### config.mk
export PLATFORM = sky130hd
export DESIGN_NAME = tile_loop_sequencer
export DESIGN_NICKNAME = d
export VERILOG_FILES = /design/src/rtl/npu_seq_pkg.sv /design/src/rtl/tile_loop_sequencer_wrap_counter.sv /design/src/rtl/tile_loop_sequencer.sv
export SDC_FILE = /design/constraint.sdc
export NUM_CORES = 1
export LEC_CHECK = 0
export ABC_CLOCK_PERIOD_IN_PS = 9000
export CAP_MARGIN = 15
export CORE_AREA = 2 2 116 118
export CTS_CLUSTER_DIAMETER = 150
export DETAILED_ROUTE_END_ITERATION = 8
export DIE_AREA = 0 0 118 120
export PLACE_DENSITY_LB_ADDON = 0.12
export RECOVER_POWER = 50
export SLEW_MARGIN = 5
export SYNTH_ARGS = -nofsm -noshare
export SYNTH_HDL_FRONTEND = slang
export SYNTH_HIERARCHICAL = 1
export SYNTH_SLANG_ARGS = --single-unit
### constraint.sdc
create_clock -name clk -period 9 [get_ports clk]
set_clock_uncertainty 0.05 [all_clocks]
set_input_delay 2.25 -clock clk [delete_from_list [all_inputs] [get_ports clk]]
set_output_delay 2.25 -clock clk [all_outputs]
set_load 0.1 [all_outputs]
### src/rtl/npu_seq_pkg.sv
// Shared limits, widths, state encoding and beat layout for the NPU tile loop sequencer.
// calc_meta derives addresses and accumulator flags for one loop position.
package npu_seq_pkg;

    localparam int K         = 5;
    localparam int KK        = K * K;
    localparam int W         = 16;
    localparam int MAX_TILE  = 4;
    localparam int MAX_TILEB = 16;
    localparam int MAX_TILEC = 16;

    localparam int TW  = $clog2(MAX_TILE + 1);
    localparam int BW  = $clog2(MAX_TILEB + 1);
    localparam int CW  = $clog2(MAX_TILEC + 1);
    localparam int KLW = $clog2(KK + 1);
    localparam int TIW = $clog2(MAX_TILE);
    localparam int BIW = $clog2(MAX_TILEB);
    localparam int CIW = $clog2(MAX_TILEC);
    localparam int KIW = $clog2(KK);
    localparam int WAW = $clog2(MAX_TILEC * MAX_TILEB * KK);
    localparam int AAW = $clog2(MAX_TILE * MAX_TILE * MAX_TILEB);

    typedef enum logic [1:0] {
        ST_IDLE = 2'd0,
        ST_RUN  = 2'd1,
        ST_DONE = 2'd2
    } state_e;

    typedef struct packed {
        logic [WAW-1:0] w_addr;
        logic [AAW-1:0] a_addr;
        logic           acc_clr;
        logic           acc_wb;
        logic           last;
    } meta_t;

    typedef struct packed {
        logic [CIW-1:0] c_idx;
        logic [TIW-1:0] tr_idx;
        logic [TIW-1:0] tc_idx;
        logic [BIW-1:0] b_idx;
        logic [KIW-1:0] k_idx;
        logic [WAW-1:0] w_addr;
        logic [AAW-1:0] a_addr;
        logic           acc_clr;
        logic           acc_wb;
        logic           last;
    } beat_t;

    function automatic logic cfg_legal(input logic [TW-1:0] nbt,
                                       input logic [BW-1:0] nbb,
                                       input logic [CW-1:0] nbc);
        return (nbt != '0) && (int'(nbt) <= MAX_TILE) &&
               (nbb != '0) && (int'(nbb) <= MAX_TILEB) &&
               (nbc != '0) && (int'(nbc) <= MAX_TILEC);
    endfunction

    function automatic meta_t calc_meta(input logic [CIW-1:0] c,
                                        input logic [TIW-1:0] tr,
                                        input logic [TIW-1:0] tc,
                                        input logic [BIW-1:0] b,
                                        input logic [KIW-1:0] k,
                                        input logic [TW-1:0]  nbt,
                                        input logic [BW-1:0]  nbb,
                                        input logic [CW-1:0]  nbc);
        meta_t          m;
        logic [WAW-1:0] cb;
        logic [AAW-1:0] rc;
        cb        = WAW'(c) * WAW'(nbb) + WAW'(b);
        m.w_addr  = cb * WAW'(KK) + WAW'(k);
        rc        = AAW'(tr) * AAW'(nbt) + AAW'(tc);
        m.a_addr  = rc * AAW'(nbb) + AAW'(b);
        m.acc_clr = (b == '0) && (k == '0);
        m.acc_wb  = (BW'(b) == nbb - BW'(1)) && (k == KIW'(KK - 1));
        m.last    = m.acc_wb && (CW'(c) == nbc - CW'(1)) &&
                    (TW'(tr) == nbt - TW'(1)) && (TW'(tc) == nbt - TW'(1));
        return m;
    endfunction

endpackage

### src/rtl/tile_loop_sequencer_wrap_counter.sv
// Up-counter with a runtime limit: wraps to 0 after limit-1; wrap flags the terminal count.
// nxt_o exposes the value the counter takes at the next edge so callers can register derived data.
module wrap_counter #(
    parameter int CNT_W = 4,
    parameter int LIM_W = 5
) (
    input  logic             clk,
    input  logic             rst,
    input  logic             clr_i,
    input  logic             en_i,
    input  logic [LIM_W-1:0] limit_i,
    output logic [CNT_W-1:0] count_o,
    output logic [CNT_W-1:0] nxt_o,
    output logic             wrap_o
);

    logic [CNT_W-1:0] count_q;
    logic [CNT_W-1:0] count_d;

    assign wrap_o = (LIM_W'(count_q) == limit_i - LIM_W'(1));

    always_comb begin
        count_d = count_q;
        if (clr_i) begin
            count_d = '0;
        end else if (en_i) begin
            count_d = wrap_o ? '0 : count_q + CNT_W'(1);
        end
    end

    always_ff @(posedge clk or posedge rst) begin
        if (rst) begin
            count_q <= '0;
        end else begin
            count_q <= count_d;
        end
    end

    assign count_o = count_q;
    assign nxt_o   = count_d;

endmodule

### src/rtl/tile_loop_sequencer.sv
// Runtime-configured loop nest (c, tr, tc, b, k) emitting one beat per handshake; first beat 1 cycle after start.
// Beat outputs are registered and hold while out_valid && !out_ready; abort wins over a same-cycle handshake.
module tile_loop_sequencer
    import npu_seq_pkg::*;
(
    input  logic           clk,
    input  logic           rst,
    input  logic           start,
    input  logic           abort,
    input  logic [TW-1:0]  cfg_nb_tile,
    input  logic [BW-1:0]  cfg_nb_tileb,
    input  logic [CW-1:0]  cfg_nb_tilec,
    output logic           busy,
    output logic           done,
    output logic           cfg_err,
    output logic           out_valid,
    input  logic           out_ready,
    output logic [CIW-1:0] c_idx,
    output logic [TIW-1:0] tr_idx,
    output logic [TIW-1:0] tc_idx,
    output logic [BIW-1:0] b_idx,
    output logic [KIW-1:0] k_idx,
    output logic [WAW-1:0] w_addr,
    output logic [AAW-1:0] a_addr,
    output logic           acc_clr,
    output logic           acc_wb,
    output logic           last
);

    localparam logic [KLW-1:0] KK_LIM = KLW'(KK);

    state_e        state_q, state_d;
    logic          valid_q, valid_d;
    logic          err_q, err_d;
    logic [TW-1:0] nbt_q, nbt_d;
    logic [BW-1:0] nbb_q, nbb_d;
    logic [CW-1:0] nbc_q, nbc_d;
    meta_t         meta_q, meta_d;
    beat_t         beat;

    logic [CIW-1:0] cnt_c, nxt_c;
    logic [TIW-1:0] cnt_tr, nxt_tr, cnt_tc, nxt_tc;
    logic [BIW-1:0] cnt_b, nxt_b;
    logic [KIW-1:0] cnt_k, nxt_k;
    logic           wrap_c, wrap_tr, wrap_tc, wrap_b, wrap_k;
    logic           hs, final_hs, adv, clr;
    logic           en_b, en_tc, en_tr, en_c;

    assign hs       = (state_q == ST_RUN) && valid_q && out_ready && !abort;
    assign final_hs = hs && wrap_c && wrap_tr && wrap_tc && wrap_b && wrap_k;
    assign adv      = hs && !final_hs;
    assign clr      = ((state_q == ST_IDLE) && start) || ((state_q != ST_IDLE) && abort);

    // Carry ripples outward only when every inner index sits at its terminal count.
    assign en_b  = adv  && wrap_k;
    assign en_tc = en_b && wrap_b;
    assign en_tr = en_tc && wrap_tc;
    assign en_c  = en_tr && wrap_tr;

    wrap_counter #(.CNT_W(KIW), .LIM_W(KLW)) u_cnt_k (
        .clk(clk), .rst(rst), .clr_i(clr), .en_i(adv), .limit_i(KK_LIM),
        .count_o(cnt_k), .nxt_o(nxt_k), .wrap_o(wrap_k)
    );

    wrap_counter #(.CNT_W(BIW), .LIM_W(BW)) u_cnt_b (
        .clk(clk), .rst(rst), .clr_i(clr), .en_i(en_b), .limit_i(nbb_q),
        .count_o(cnt_b), .nxt_o(nxt_b), .wrap_o(wrap_b)
    );

    wrap_counter #(.CNT_W(TIW), .LIM_W(TW)) u_cnt_tc (
        .clk(clk), .rst(rst), .clr_i(clr), .en_i(en_tc), .limit_i(nbt_q),
        .count_o(cnt_tc), .nxt_o(nxt_tc), .wrap_o(wrap_tc)
    );

    wrap_counter #(.CNT_W(TIW), .LIM_W(TW)) u_cnt_tr (
        .clk(clk), .rst(rst), .clr_i(clr), .en_i(en_tr), .limit_i(nbt_q),
        .count_o(cnt_tr), .nxt_o(nxt_tr), .wrap_o(wrap_tr)
    );

    wrap_counter #(.CNT_W(CIW), .LIM_W(CW)) u_cnt_c (
        .clk(clk), .rst(rst), .clr_i(clr), .en_i(en_c), .limit_i(nbc_q),
        .count_o(cnt_c), .nxt_o(nxt_c), .wrap_o(wrap_c)
    );

    always_comb begin
        state_d = state_q;
        valid_d = valid_q;
        err_d   = err_q;
        nbt_d   = nbt_q;
        nbb_d   = nbb_q;
        nbc_d   = nbc_q;
        meta_d  = meta_q;
        case (state_q)
            ST_IDLE: begin
                if (start) begin
                    if (cfg_legal(cfg_nb_tile, cfg_nb_tileb, cfg_nb_tilec)) begin
                        state_d = ST_RUN;
                        valid_d = 1'b1;
                        err_d   = 1'b0;
                        nbt_d   = cfg_nb_tile;
                        nbb_d   = cfg_nb_tileb;
                        nbc_d   = cfg_nb_tilec;
                        meta_d  = calc_meta('0, '0, '0, '0, '0,
                                            cfg_nb_tile, cfg_nb_tileb, cfg_nb_tilec);
                    end else begin
                        state_d = ST_DONE;
                        err_d   = 1'b1;
                    end
                end
            end
            ST_RUN: begin
                if (abort) begin
                    state_d = ST_IDLE;
                    valid_d = 1'b0;
                    meta_d  = '0;
                end else if (final_hs) begin
                    state_d = ST_DONE;
                    valid_d = 1'b0;
                end else if (adv) begin
                    meta_d = calc_meta(nxt_c, nxt_tr, nxt_tc, nxt_b, nxt_k,
                                       nbt_q, nbb_q, nbc_q);
                end
            end
            ST_DONE: begin
                state_d = ST_IDLE;
                if (abort) begin
                    meta_d = '0;
                end
            end
            default: begin
                state_d = ST_IDLE;
                valid_d = 1'b0;
            end
        endcase
    end

    always_ff @(posedge clk or posedge rst) begin
        if (rst) begin
            state_q <= ST_IDLE;
            valid_q <= 1'b0;
            err_q   <= 1'b0;
            nbt_q   <= '0;
            nbb_q   <= '0;
            nbc_q   <= '0;
            meta_q  <= '0;
        end else begin
            state_q <= state_d;
            valid_q <= valid_d;
            err_q   <= err_d;
            nbt_q   <= nbt_d;
            nbb_q   <= nbb_d;
            nbc_q   <= nbc_d;
            meta_q  <= meta_d;
        end
    end

    always_comb begin
        beat         = '0;
        beat.c_idx   = cnt_c;
        beat.tr_idx  = cnt_tr;
        beat.tc_idx  = cnt_tc;
        beat.b_idx   = cnt_b;
        beat.k_idx   = cnt_k;
        beat.w_addr  = meta_q.w_addr;
        beat.a_addr  = meta_q.a_addr;
        beat.acc_clr = meta_q.acc_clr;
        beat.acc_wb  = meta_q.acc_wb;
        beat.last    = meta_q.last;
    end

    assign busy      = (state_q != ST_IDLE);
    assign done      = (state_q == ST_DONE);
    assign cfg_err   = err_q;
    assign out_valid = valid_q;
    assign c_idx     = beat.c_idx;
    assign tr_idx    = beat.tr_idx;
    assign tc_idx    = beat.tc_idx;
    assign b_idx     = beat.b_idx;
    assign k_idx     = beat.k_idx;
    assign w_addr    = beat.w_addr;
    assign a_addr    = beat.a_addr;
    assign acc_clr   = beat.acc_clr;
    assign acc_wb    = beat.acc_wb;
    assign last      = beat.last;

endmodule

==> metrics.md, run 1 <==
| Metric | Value |
|---|---|
| Fraction of layout cells with a size suffix above 1 | `18.3%` |
| WP data arrival | `just under 9 ns` |
| Max-cap violations | `1` |
| First-pass DRT Iterations | `4` |
| Leading post-synthesis cells by cell area | `dfrtp_1 23%, ha_1 18%, fa_1 9.5%, xnor2_1 5.4%, inv_1 5.1%` |
| Placed Cells | `978` |
| Slowest cell on the critical path | `fa_1` |
| R2R depth | `38` |
| Final core utilization | `62.6%` |
| Power per cell area | `roughly 150 nW/um^2` |
| Worst min path class | `reg -> reg` |
| Hold depth | `2` |
| CP startpoint kind | `input port` |
| Cell count after synthesis | `688` |
| Yosys warns | `6` |
| DIE HEIGHT | `~120 um` |
| Yosys reg bits | `58` |
| Port bufs | `between 60 and 70` |
| Final wirelength | `15500 um` |
| Rows | `between 40 and 50` |
| Vias in the first global route | `approximately 5400` |
| Overflow after GRT | `0` |
| Peak supply drop | `between 0.00008 and 0.00009 V` |
| Leak Pwr | `4.08 nW` |
| Die area | `approximately 14000 sq um` |
| Initial DRC Count | `approximately 250` |
| Synth top area share | `22.9%` |
| Sequential area share after synthesis | `between 20% and 30%` |
| Reg clk slew, reported paths | `about 0.060 ns` |
| Antenna-violating nets left | `0` |
| Final Setup Violations | `0` |
| Post-Place Cell Area | `7560 sq um` |
| Post-DP HPWL | `about 12000 um` |
| Failing checks | `capacitance limit, slew limit` |
| Final instance area | `8130 sq um` |
| DR vias | `around 5300` |
| Max Buffers Root-to-Sink | `2` |
| Antenna diodes | `0` |
| Layout area overhead | `28.3%` |
| F_max | `0.115 GHz` |
| Overall Global Routing Usage | `22.3%` |
| Die width | `between 100 and 150 um` |
| Status | `finished, violations left` |
| Syn Area/Cell | `~9.2 sq um` |
| Worst Slack Setup Final | `approximately 0.31 ns` |
| CP peak stage delay | `0.52 ns` |
| CP Class | `in -> reg` |
| Pre-CTS WS | `-0.361 ns` |
| First-pass GRT wire length | `approximately 25000 um` |
| CP Capture Type | `flip-flop` |
| Final cycle utilization of the critical path | `a little under 100%` |
| Pin count of the biggest net entering global routing | `between 40 and 50` |
| Main synth FF type | `dfrtp_1` |
| CTS tree | `yes` |
| Worst Tran Pin Value | `2.39 ns` |
| Final hold viol count | `0` |
| WP data required | `9.17 ns` |
| Unique cell type count in the Yosys netlist | `54` |
| Vias/cell | `~5.3` |
| Crit Path Max Fanout | `4` |
| Cell Area, Synth | `about 6300 sq um` |
| Gpl congestion | `slightly below 0.9` |
| Max Slew Vio Count | `42` |
| Hold buffer count at CTS | `0` |
| Number of I/O pins | `63` |
| Setup TNS | `0 ns` |
| Number of synthesized flops with an enable pin | `0` |
| Initial antenna violation count | `0` |
| # nets final | `961` |
| CTS root buffer | `clkbuf_16` |
| Post-route insts no fill | `around 1000` |
| Core area | `between 10000 and 15000 sq um` |
| RSZ-0062 raised after global routing | `true` |
| Min Tclk post-route | `8.69 ns` |
| Slew HR | `-59.0%` |
| Clock net sink count | `58` |
| H-tree lvl count | `3` |
| DR WL/cell | `15.4 um` |
| CTS buffer count | `9` |
| Worst skew pair latency | `approximately 0.33 ns` |
| Initial core utilization | `just under 50%` |
| Leading area contributor after synthesis | `dfrtp_1` |
| Worst path most repeated cell | `fa_1` |
| Fill cell count | `1114` |
| Fraction of registers with async set/reset | `100%` |
| Drt drc | `0` |
==> sequential cells by signal, indices dropped and copies added (netlist names) <==
| register | count |
|---|---|
| cfg_err | 1 |
| nbb_q | 5 |
| last | 1 |
| u_cnt_k/count_o | 5 |
| a_addr | 8 |
| state_q | 2 |
| u_cnt_tr/count_o | 2 |
| w_addr | 13 |
| nbt_q | 3 |
| acc_wb | 1 |
| u_cnt_c/count_o | 4 |
| acc_clr | 1 |
| out_valid | 1 |
| u_cnt_b/count_o | 4 |
| u_cnt_tc/count_o | 2 |
| nbc_q | 5 |
==> stage by stage <==
step                total power, mW  hold slack [ns]
finish                         1.23            0.429
global route                   1.31            0.461
CTS                            1.23            0.435
detailed placement            0.909            0.423
global placement              0.891            0.413
floorplan                     0.785            0.452
==> power breakdown <==
group | switching [mW] | total, mW | internal [mW]
clock | 0.118 | 0.316 | 0.198
combinational | 0.344 | 0.549 | 0.205
sequential | 0.0666 | 0.364 | 0.297
==> final cells by class <==
type / count / area, sq um / share of cell area, %
clock buffer: 12 / 256 / 3.16
clock inverter: 3 / 15.0 / 0.185
inverter: 86 / 323 / 3.97
multi-input combinational: 540 / 4760 / 58.6
sequential: 58 / 1450 / 17.9
tap: 176 / 220 / 2.71
timing repair buffer: 127 / 1100 / 13.5
==> critical path: cells and delay by family <==
family	cells	cell delay [ns]
fa+ha+maj	8	2.91
compound gates	8	1.26
xor+xnor	4	0.59
buf+inv	4	0.64
simple gates	9	1.21
==> logic make-up (layout without fill, tap and decap cells) <==
| kind of cell | after synthesis | after routing | share of synthesized area (%) |
|---|---|---|---|
| other | 2 | 13 | 0.119 |
| AO/OA/AOI/OAI | 117 | 117 | 13.5 |
| XOR/XNOR | 73 | 73 | 10.1 |
| flip-flops | 58 | 58 | 22.9 |
| AND/OR/NAND/NOR | 197 | 197 | 16.2 |
| adder cells (fa/ha/maj) | 121 | 121 | 27.5 |
| multiplexers | 19 | 19 | 3.34 |
| buffers and inverters | 101 | 228 | 6.40 |
==> routing by layer <==
layer	GRT usage (%)	wire length, um	up-vias
met5	0	0	-
met4	6.63	153	0
met3	3.42	546	15
met2	38.3	7590	92
met1	29.0	7170	2630
li1	-	-	2594
==> placed cells by master (no fill, tap or decap), drive strengths merged, types with 17 or more instances in the layout <==
master,netlist,layout
a21oi,21,21
nor2,25,25
xor2,34,34
clkdlybuf4s50,0,60
inv,86,85
mux2,17,17
ha,91,91
dfrtp,58,58
and2,28,28
nor3,18,18
nand2,73,73
o21ai,26,26
fa,30,30
xnor2,39,39
buf,6,63
==> Yosys cell counts, types with 2 or more instances <==
cell / count
nor3_2: 5
and4bb_1: 2
clkbuf_1: 9
dfrtp_1: 58
a22oi_2: 2
a211oi_2: 2
buf_6: 3
o21ai_0: 26
conb_1: 2
fa_1: 30
nor2b_1: 6
o21bai_1: 2
a2111oi_2: 2
a31oi_1: 8
xnor2_1: 39
nand2_1: 73
nand3_1: 10
o21a_1: 2
a311oi_2: 2
nor4_1: 5
or3b_2: 2
o211a_1: 5
a21oi_1: 21
mux2i_1: 2
a311oi_1: 4
o31ai_1: 12
nand2b_1: 9
nand4b_1: 2
nand3b_1: 3
a211oi_1: 5
nor2_1: 25
and2_1: 28
or3_1: 3
nor3_1: 13
xor2_1: 34
buf_2: 3
and3_1: 2
nand4_1: 7
ha_1: 91
a21o_1: 11
inv_1: 86
mux2_2: 17
a22o_1: 4
==> final timing paths <==
kind / from / end / slack, ns
min: a_addr[2]$_DFFE_PP0P_ / a_addr[2]$_DFFE_PP0P_ / 0.43
min reg2reg: a_addr[2]$_DFFE_PP0P_ / a_addr[2]$_DFFE_PP0P_ / 0.43
max: out_ready / w_addr[12]$_DFFE_PP0P_ / 0.31
min in group asynchronous: rst / u_cnt_tc/count_o[1]$_DFF_PP0_ / 2.38
max in group asynchronous: rst / w_addr[2]$_DFFE_PP0P_ / 4.14
max reg2reg: nbc_q[0]$_DFFE_PP0P_ / w_addr[12]$_DFFE_PP0P_ / 0.89
==> repair_timing <==
| item | 4_1_cts | 5_1_grt |
|---|---|---|
| pin swaps | 1 | 34 |
| endpoints found under the setup margin | 2 | 6 |
| setup buffers | 0 | 9 |
| gates resized for setup | 7 | 36 |
| hold endpoints to repair | 0 | 0 |
Power figures use the tool's default switching activity.
==> inputs of run 2 (changes only) <==
Settings changed: CORE_AREA 2 2 116 118 to 3 3 117 119, DIE_AREA 0 0 118 120 to 0 0 120 122.
==> run 2 against run 1 <==
The run still ends with capacitance limit, slew limit left. Routed wire length down 2.7%. Sequential share of layout area up 0.24 points. Cell count down 1.0%. Worst hold slack worse by 0.0012 ns. Design area down 1.3%. Register-to-register slack worse by 0.23 ns. Critical path depth down 5. Largest cell class unchanged. Largest power group unchanged.
==> metrics.md, run 2 (same netlist as run 1, synthesis figures left out) <==
| Metric | Value |
|---|---|
| Final core utilization | `63.3% (+0.67 points)` |
| DR WL met2 | `7380 um (-2.8%)` |
| R2r startpoint | `nbc_q[0]$_DFFE_PP0P_` |
| Initial DRC Count | `211 (-16%)` |
| DR vias | `5277 (-1.0%)` |
| DIE HEIGHT | `122 um (+1.7%)` |
| CTS root buffer | `clkbuf_16` |
| CP Class | `in -> reg` |
| Min Hold Slack | `0.428 ns (-0.00124 ns)` |
| Final Setup Violations | `0 (unchanged)` |
| Worst Setup EP | `w_addr[11]$_DFFE_PP0P_` |
| Vias/cell | `5.32 (about the same)` |
| Overall Global Routing Usage | `21.3% (-1.0 points)` |
| Crit path launch | `out_ready` |
| Status | `finished, violations left` |
| Power per cell area | `154 nW/um^2 (+1.6%)` |
| # nets final | `954 (-0.73%)` |
| Failing checks | `capacitance limit, slew limit` |
| Slew HR | `-58.1% (+0.94 points)` |
| Antenna diodes | `0 (unchanged)` |
| R2r endpoint | `w_addr[11]$_DFFE_PP0P_` |
| First-pass DRT Iterations | `4 (unchanged)` |
| Setup TNS | `0 ns (unchanged)` |
| Max reg flops | `13 (unchanged)` |
| Drt drc | `0 (unchanged)` |
| R2R depth | `35 (-7.9%)` |
| Max Slew Vio Count | `42 (unchanged)` |
| DR top layer | `met4` |
| Most frequent cells in the layout | `85 x inv_1, 85 x ha_1, 73 x nand2_1` |
| Leak Pwr | `4.08 nW (about the same)` |
| Worst skew pair latency | `0.33 ns (about the same)` |
| Port bufs | `62 (unchanged)` |
| F_max | `0.117 GHz (+1.8%)` |
| First-pass GRT wire length | `25100 um (-1.3%)` |
| Worst min path class | `reg -> reg` |
| RSZ-0062 raised after global routing | `false` |
| Post-DP HPWL | `12200 um (+1.1%)` |
| Antenna-violating nets left | `0 (unchanged)` |
| Wl on met1 | `6930 um (-3.3%)` |
| Die width | `120 um (+1.7%)` |
| CTS tree | `yes` |
| Rows | `41 (-2.4%)` |
| WP data required | `9.18 ns (about the same)` |
| R2R Setup Slk | `0.66 ns (-0.23 ns)` |
| Final hold viol count | `0 (unchanged)` |
| Fill cell count | `1079 (-3.1%)` |
| Crit Path Max Fanout | `6 (+2)` |
| Min Tclk post-route | `8.53 ns (-0.156 ns)` |
| Max-cap violations | `1 (unchanged)` |
| Final cycle utilization of the critical path | `94.8% (-1.7 points)` |
| Peak supply drop | `0.000107 V (+19%)` |
| Fraction of layout cells with a size suffix above 1 | `15.6% (-2.7 points)` |
| Final instance area | `8020 sq um (-1.3%)` |
| Worst Tran Pin Value | `2.37 ns (-0.0141 ns)` |
| H-tree lvl count | `3 (unchanged)` |
| Vias in the first global route | `5209 (-3.2%)` |
| Layout area overhead | `26.6%` |
| Max Buffers Root-to-Sink | `2 (unchanged)` |
| Gpl congestion | `0.915 (+3.3%)` |
| Overflow after GRT | `0 (unchanged)` |
| Post-Place Cell Area | `7540 sq um (-0.26%)` |
| DR WL/cell | `15.2 um (-1.7%)` |
| CP startpoint kind | `input port` |
| Initial core utilization | `50.0% (+1.2 points)` |
| Number of I/O pins | `63 (unchanged)` |
| Final wirelength | `15000 um (-2.7%)` |
| Initial antenna violation count | `0 (unchanged)` |
| Die area | `14600 sq um (+3.4%)` |
| Reg clk slew, reported paths | `0.05 ns (about the same)` |
| Clock net sink count | `58 (unchanged)` |
| Pin count of the biggest net entering global routing | `46 (unchanged)` |
| CP Capture Type | `flip-flop` |
| Core area | `12700 sq um (-2.4%)` |
| CTS buffer count | `9 (unchanged)` |
| WP data arrival | `8.71 ns (-0.15 ns)` |
| Tot Pwr | `1.23 mW (+0.27%)` |
| Met3 WL | `532 um (-2.6%)` |
[run 2: what timing repair did]
action	CTS	global route
gates resized for setup	7	26
hold buffers	0	0
setup endpoints to repair	3	4
pin swaps	7	30
setup buffers	2	2
[run 2: area by class of cell]
class / count / area, sq um / share of cell area, %
multi-input cells: 540 / 4690 / 58.6
inverters: 86 / 323 / 4.03
well taps: 172 / 215 / 2.68
clock inverters: 5 / 55.1 / 0.687
repair buffers: 120 / 1050 / 13.0
clock buffers: 11 / 233 / 2.90
flip-flops and latches: 58 / 1450 / 18.1
[run 2: worst min-delay path by stage]
stage	startpoint	depth (start not counted)	endpoint	slack, ns
after global routing	a_addr[2]$_DFFE_PP0P_	2	a_addr[2]$_DFFE_PP0P_	0.45
final	w_addr[2]$_DFFE_PP0P_	2	w_addr[2]$_DFFE_PP0P_	0.43
after detailed placement	a_addr[0]$_DFFE_PP0P_	2	a_addr[0]$_DFFE_PP0P_	0.42
after CTS	a_addr[0]$_DFFE_PP0P_	2	a_addr[0]$_DFFE_PP0P_	0.43
after floorplan	state_q[0]$_DFFE_PP0P_	2	state_q[0]$_DFFE_PP0P_	0.45
after global placement	acc_clr$_DFFE_PP0P_	2	acc_clr$_DFFE_PP0P_	0.41
[run 2: routing by layer]
layer / vias up / global-route usage [%]
met5: - / 0
met4: 0 / 5.80
met3: 16 / 3.06
met2: 95 / 35.5
met1: 2567 / 29.0
li1: 2599 / -
[run 2: worst max-delay path, stage by stage]
cell and delay [ns]:
dlymetal6s2s_1 0.10, o211ai_1 0.16, nor2_4 0.15, nand2_1 0.09
nor2_2 0.14, and2_4 0.19, nand3_1 0.08, a211oi_2 0.33
nor3_1 0.11, buf_4 0.18, and2_1 0.16, ha_1 0.30
ha_1 0.29, fa_1 0.56, inv_1 0.08, fa_2 0.56
inv_1 0.05, buf_4 0.14, ha_1 0.29, fa_1 0.57
ha_1 0.24, ha_1 0.21, or2_2 0.31, a2111o_1 0.42
a31o_2 0.26, a21oi_2 0.14, xor2_1 0.07, o31ai_1 0.27
[run 2: power breakdown]
group | total (mW) | leakage [nW] | switching [mW] | internal [mW]
combinational | 0.537 | 3.16 | 0.334 | 0.203
clock | 0.332 | 0.136 | 0.119 | 0.213
sequential | 0.362 | 0.778 | 0.0650 | 0.297
[run 2: metrics by stage]
stage               setup slack [ns]  instances
global route                   0.118        992
detailed placement            -0.448        972
finish                         0.467        992
CTS                          0.00307        990
global placement              -0.215        972
floorplan                     0.0160        699
